[src/rtl/seri_carpici_pkg.sv]
`default_nettype none
// ============================================================================
//  Module      : seri_carpici_pkg
//  Description : Shared constants and FSM state encoding for the serial
//                4x4 shift-add multiplier.
//  Revision    : 1.0 - initial release
// ============================================================================
package seri_carpici_pkg;

   // Operand width; the datapath is built around the 4-bit ripple adder.
   localparam int unsigned c_width = 4;

   // Value of the step counter on the last of the four CALC cycles.
   localparam logic [1:0] c_last_step = 2'd3;

   // Controller states.
   typedef enum logic [1:0] {
      IDLE = 2'd0,
      CALC = 2'd1,
      DONE = 2'd2
   } state_t;

endpackage : seri_carpici_pkg
`default_nettype wire

[src/rtl/seri_carpici_toplayici4bit.sv]
`default_nettype none
// ============================================================================
//  Module      : toplayici4bit
//  Description : 4-bit ripple-carry adder, purely combinational.
//  Revision    : 1.0 - initial release
// ============================================================================
module toplayici4bit
   import seri_carpici_pkg::*;
(
   input  logic [c_width-1:0] a,
   input  logic [c_width-1:0] b,
   input  logic               cin,
   output logic [c_width-1:0] s,
   output logic               cout
);

   // Carry chain; w_c[0] is the carry-in, w_c[c_width] the carry-out.
   logic [c_width:0] w_c;

   assign w_c[0] = cin;

   generate
      for (genvar i = 0; i < c_width; i++) begin : g_fa
         assign s[i]       = a[i] ^ b[i] ^ w_c[i];
         assign w_c[i + 1] = (a[i] & b[i]) | (w_c[i] & (a[i] ^ b[i]));
      end
   endgenerate

   assign cout = w_c[c_width];

endmodule : toplayici4bit
`default_nettype wire

[src/rtl/seri_carpici.sv]
`default_nettype none
// ============================================================================
//  Module      : seri_carpici
//  Description : Serial unsigned 4x4 shift-add multiplier. One accepted start
//                runs four CALC steps, then pulses done with the 8-bit
//                product on P. P only changes on completion.
//  Revision    : 1.0 - initial release
// ============================================================================
module seri_carpici
   import seri_carpici_pkg::*;
#(
   parameter int W = c_width
)
(
   input  logic           clk,
   input  logic           rst_n,
   input  logic           start,
   input  logic [W-1:0]   A,
   input  logic [W-1:0]   B,
   output logic [2*W-1:0] P,
   output logic           busy,
   output logic           done
);

   state_t         state_q, state_d;
   logic [W-1:0]   m_q, m_d;        // multiplicand
   logic [W-1:0]   l_q, l_d;        // multiplier / low product half
   logic [W-1:0]   h_q, h_d;        // high product half (partial sum)
   logic [1:0]     cnt_q, cnt_d;    // CALC step counter
   logic [2*W-1:0] p_q, p_d;
   logic           busy_q, busy_d;
   logic           done_q, done_d;

   // Adder operands: the multiplicand is added only when the current
   // multiplier bit (L[0]) is set.
   logic [W-1:0]   w_addend;
   logic [W-1:0]   w_sum;
   logic           w_carry;

   assign w_addend = m_q & {W{l_q[0]}};

   toplayici4bit u_adder (
      .a    (h_q),
      .b    (w_addend),
      .cin  (1'b0),
      .s    (w_sum),
      .cout (w_carry)
   );

   // Next-state and datapath update for the shift-add sequence.
   always_comb begin
      state_d = state_q;
      m_d     = m_q;
      l_d     = l_q;
      h_d     = h_q;
      cnt_d   = cnt_q;
      p_d     = p_q;

      case (state_q)
         IDLE: begin
            if (start) begin
               state_d = CALC;
               m_d     = A;
               l_d     = B;
               h_d     = '0;
               cnt_d   = '0;
            end
         end
         CALC: begin
            // Shift {carry,sum} right one place into the H:L pair.
            h_d   = {w_carry, w_sum[W-1:1]};
            l_d   = {w_sum[0], l_q[W-1:1]};
            cnt_d = cnt_q + 2'd1;
            if (cnt_q == c_last_step) begin
               state_d = DONE;
               p_d     = {h_d, l_d};
            end
         end
         DONE: begin
            state_d = IDLE;
         end
         default: begin
            state_d = IDLE;
         end
      endcase

      // Status flags are registered copies of the next state.
      busy_d = (state_d == CALC);
      done_d = (state_d == DONE);
   end

   // State, datapath and output registers; asynchronous clear.
   always_ff @(posedge clk or negedge rst_n) begin
      if (!rst_n) begin
         state_q <= IDLE;
         m_q     <= '0;
         l_q     <= '0;
         h_q     <= '0;
         cnt_q   <= '0;
         p_q     <= '0;
         busy_q  <= 1'b0;
         done_q  <= 1'b0;
      end else begin
         state_q <= state_d;
         m_q     <= m_d;
         l_q     <= l_d;
         h_q     <= h_d;
         cnt_q   <= cnt_d;
         p_q     <= p_d;
         busy_q  <= busy_d;
         done_q  <= done_d;
      end
   end

   assign P    = p_q;
   assign busy = busy_q;
   assign done = done_q;

endmodule : seri_carpici
`default_nettype wire

[config.mk]
export PLATFORM = sky130hd
export DESIGN_NAME = seri_carpici
export DESIGN_NICKNAME = d
export VERILOG_FILES = /design/src/rtl/seri_carpici_pkg.sv /design/src/rtl/seri_carpici_toplayici4bit.sv /design/src/rtl/seri_carpici.sv
export SDC_FILE = /design/constraint.sdc
export NUM_CORES = 1
export LEC_CHECK = 0
export CAP_MARGIN = 25
export CORE_MARGIN = 2
export CORE_UTILIZATION = 40
export DETAILED_ROUTE_END_ITERATION = 12
export GPL_TIMING_DRIVEN = 0
export PLACE_DENSITY = 0.71
export SYNTH_ARGS = -nofsm -noshare
export SYNTH_HDL_FRONTEND = slang
export SYNTH_SLANG_ARGS = --single-unit
[constraint.sdc]
create_clock -name clk -period 1.9 [get_ports clk]
set_input_delay 0.19 -clock clk [delete_from_list [all_inputs] [get_ports clk]]
set_output_delay 0.19 -clock clk [all_outputs]
set_load 0.02 [all_outputs]
==> summary.md <==
| Metric | Value |
|---|---|
| TritonCTS sink count | 26 |
| Setup slack on the worst flop-to-flop path | -0.12 ns |
| WP data required | around 2.2 ns |
| DR DRC count | 0 |
| Unrepaired setup endpoints after global routing | yes |
| Area occupied by registers | 651 um^2 |
| Vias per inst | 5.36 |
| Clock Tree Root | clkbuf_4 |
| Area Overhead vs Synth | 29.2% |
| Floorplan row count | 19 |
| Setup-failing EPs final | 3 |
| Number of maximum-capacitance violations | 0 |
| Fin Clk Skew | 0.0102 ns |
| Most common cell after layout, fill and taps aside | dfrtp_1 |
| Number of nets in the synthesized netlist | between 100 and 150 |
| Number of hold violations in the final report | 0 |
| Count of nets left with antenna violations after detail routing | 0 |
| Timing-limited maximum frequency | roughly 0.50 GHz |
| Fraction of final layout cells with drive strength greater than 1 | 24.2% |
| Wire length of the first global-routing pass | 3450 um |
| Largest cells by area after synthesis | dfrtp_1 (55%), mux2_4 (7.6%), fa_1 (5.1%) |
| Area of placed instances | about 1400 um^2 |
| Static leakage power | 0.684 nW |
| Area used by multi-input combinational logic | about 500 um^2 |
| Summed negative setup slack over all endpoints | -0.266 ns |
| Violations in the final reports | setup timing |
| Endpoint of the most critical register-to-register path | h_q[2] |
| Nature of the critical path startpoint | flop |
| Max Root-Sink Buffers | 2 |
| Crit share post-route | 106% |
| Number of violations reported at the end of detailed-routing iteration 0 | 9 |
| Clock buffers created by TritonCTS | 3 |
| Cell accounting for the most synthesized area | dfrtp_1 |
| Die area | ~3400 um^2 |
| Remaining global-route overflow | 0 |
| Routability congestion estimate from global placement | around 0.71 |
| Post-synth cell types | 22 |
| Cell area after synthesis | ~1200 um^2 |
| Cell count after synthesis | between 90 and 100 |
| Post-route insts no fill | 151 |
| Maximum level of the CTS H-tree | 1 |
| Number of register bits inferred by synthesis | 26 |
| Origin of the critical flop-to-flop path | l_q[0] |
| Power Density | roughly 1800 nW/um^2 |
| Max-slew violation count | 0 |
| Maximum fanout along the worst path | 2 |
| Worst-case vdd ir drop | 1090 uV |
| Number of inserted diodes | 0 |
| Number of hold buffers added after CTS | 0 |
| Sequential fraction of the synthesis area | ~55% |
| Final Net Count | approximately 140 |
| Final critical-path required period | between 2 and 2.5 ns |
| Syn. warnings | 0 |
| Count of boundary I/O pins | 21 |
| Overall Global Routing Usage | a little over an eighth |
| I/O Buffers | 20 |
| Max transition margin | between 50% and 60% |
| Routed Wire Length | around 2200 um |
| Commonest non-fill, non-tap cells in the layout | dfrtp_1 (26), clkdlybuf4s50_1 (20), nand2_1 (9) |
| Worst-margin pin slew | 0.623 ns |
| Number of synthesized flops with an enable pin | 0 |
| Clock tree from TritonCTS | built |
| Filler cell count in the final layout | around 250 |
| Vertical die dimension | between 50 and 60 um |
| Worst hold-check path type | in -> async |
| First-pass iteration count of the detailed router | 4 |
| Area fraction of the dominant cell type after synthesis | between 50% and 60% |
| Largest net degree at the start of global routing | 16 |
| Register clock-pin slew on the reported worst setup and hold paths | ~0.15 ns |
| Final design instance area without fill | 1530 um^2 |
| Kind of critical path | reg -> reg |
| FFs w/ async S/R, synth | 100% |
| Vias in the first global route | between 700 and 800 |
| Ys flop type | dfrtp_1 |
| Clock insertion delay at the later pin of the skew report | roughly 0.32 ns |
| Effective utilization at floorplan | between 40 and 50% |
| Wire per inst | 14.5 um |
| Width of the die | about 60 um |
| Data arrival time of the worst path | between 2 and 2.5 ns |
| Synth Area per Inst | ~13 um^2 |
| Type of destination of the critical path | flop |
| Fin worst setup slack | -0.118 ns |
| Worst R2R Path Depth | 9 |
| Initial antenna violation count | 0 |
| Total via count after detailed routing | between 800 and 900 |
| Outcome | finished, violations left |
| Total placed cells including tap cells | ~150 |
| Area of the core region | 2780 um^2 |
| Total half-perimeter wirelength after legalization and detailed placement | 1640 um |
## Yosys cell counts (2+ instances only)
master and count:
ha_1 2, o32ai_1 4, and2_1 2, a22o_1 2, o22ai_1 4, o21ai_0 7
nand2_1 9, mux2_2 3, nor2_1 6, buf_6 2, mux2_4 6, fa_1 3
inv_1 9, dfrtp_1 26
## routing by layer
metal	GRT usage (%)	share of wire (%)	up-vias
li1	-	-	372
met1	20.0	46	412
met2	20.7	48	24
met3	1.98	4.9	2
met4	2.99	0.87	0
met5	0	0	-
## cell families (layout without fill, tap and decap cells)
family	after synthesis	in the layout	synth area share, %
adders and majority gates	5	5	7.20
DFF	26	26	55.0
AOI/OAI and AO/OA	18	18	10.5
and+or+nand+nor	23	23	11.2
muxes	10	10	11.3
buffers and inverters	11	38	4.76
## final cells by class
type | instances | share of cell area, %
plain buffers | 2 | 1.47
clock buffers | 3 | 1.47
clock inverters | 1 | 1.97
inverters | 9 | 2.21
multi-input cells | 56 | 32.7
flip-flops and latches | 26 | 42.6
well taps | 31 | 2.54
repair buffers | 23 | 15.1
## through the flow
| step | worst slack [ns] | hold slack, ns | power (mW) | utilization [%] |
|---|---|---|---|---|
| 2_1_floorplan | -0.0432 | -0.106 | 1.86 | - |
| 3_3_place_gp | -0.150 | 0.473 | 2.25 | 51.3 |
| 3_5_place_dp | -0.250 | 0.473 | 2.32 | 51.8 |
| 4_1_cts | -0.131 | 0.251 | 2.76 | 54.5 |
| 5_1_grt | -0.158 | 0.256 | 2.94 | 54.9 |
| 6_report | -0.118 | 0.233 | 2.77 | 54.9 |
## flip-flops by register name, indices dropped and copies added, names as in the netlist
name,count
P,8
h_q,4
l_q,4
m_q,4
cnt_q,2
state_q,2
busy,1
done,1
## worst max-delay path: stages (launching register included)
cell and delay (ns):
dfrtp_1 0.43, and2_4 0.16, ha_4 0.15, inv_2 0.05, fa_2 0.18, inv_2 0.04
fa_2 0.33, inv_2 0.06, fa_1 0.43, o21ai_1 0.14
## where the power goes
part	switching, mW	internal, mW
logic	0.649	0.736
registers	0.185	0.821
clock network	0.166	0.213
total	1.00	1.77
## worst max path at each step
stage / from / cells after the start / slack [ns] / to
after floorplan: l_q[0] / 9 / -0.04 / h_q[2]
after global placement: l_q[0] / 9 / -0.15 / P[6]
after detailed placement: l_q[0] / 9 / -0.25 / h_q[2]
after CTS: l_q[0] / 9 / -0.13 / h_q[2]
after global routing: l_q[0] / 9 / -0.16 / P[6]
final: l_q[0] / 9 / -0.12 / h_q[2]
## repair_timing
| action | in CTS | in global routing |
|---|---|---|
| setup endpoints to repair | 6 | 6 |
| resized for setup | 6 | 2 |
| setup buffers | 1 | 1 |
| pin swaps | 2 | 1 |
Note: power is estimated with default switching activity, not from simulation.
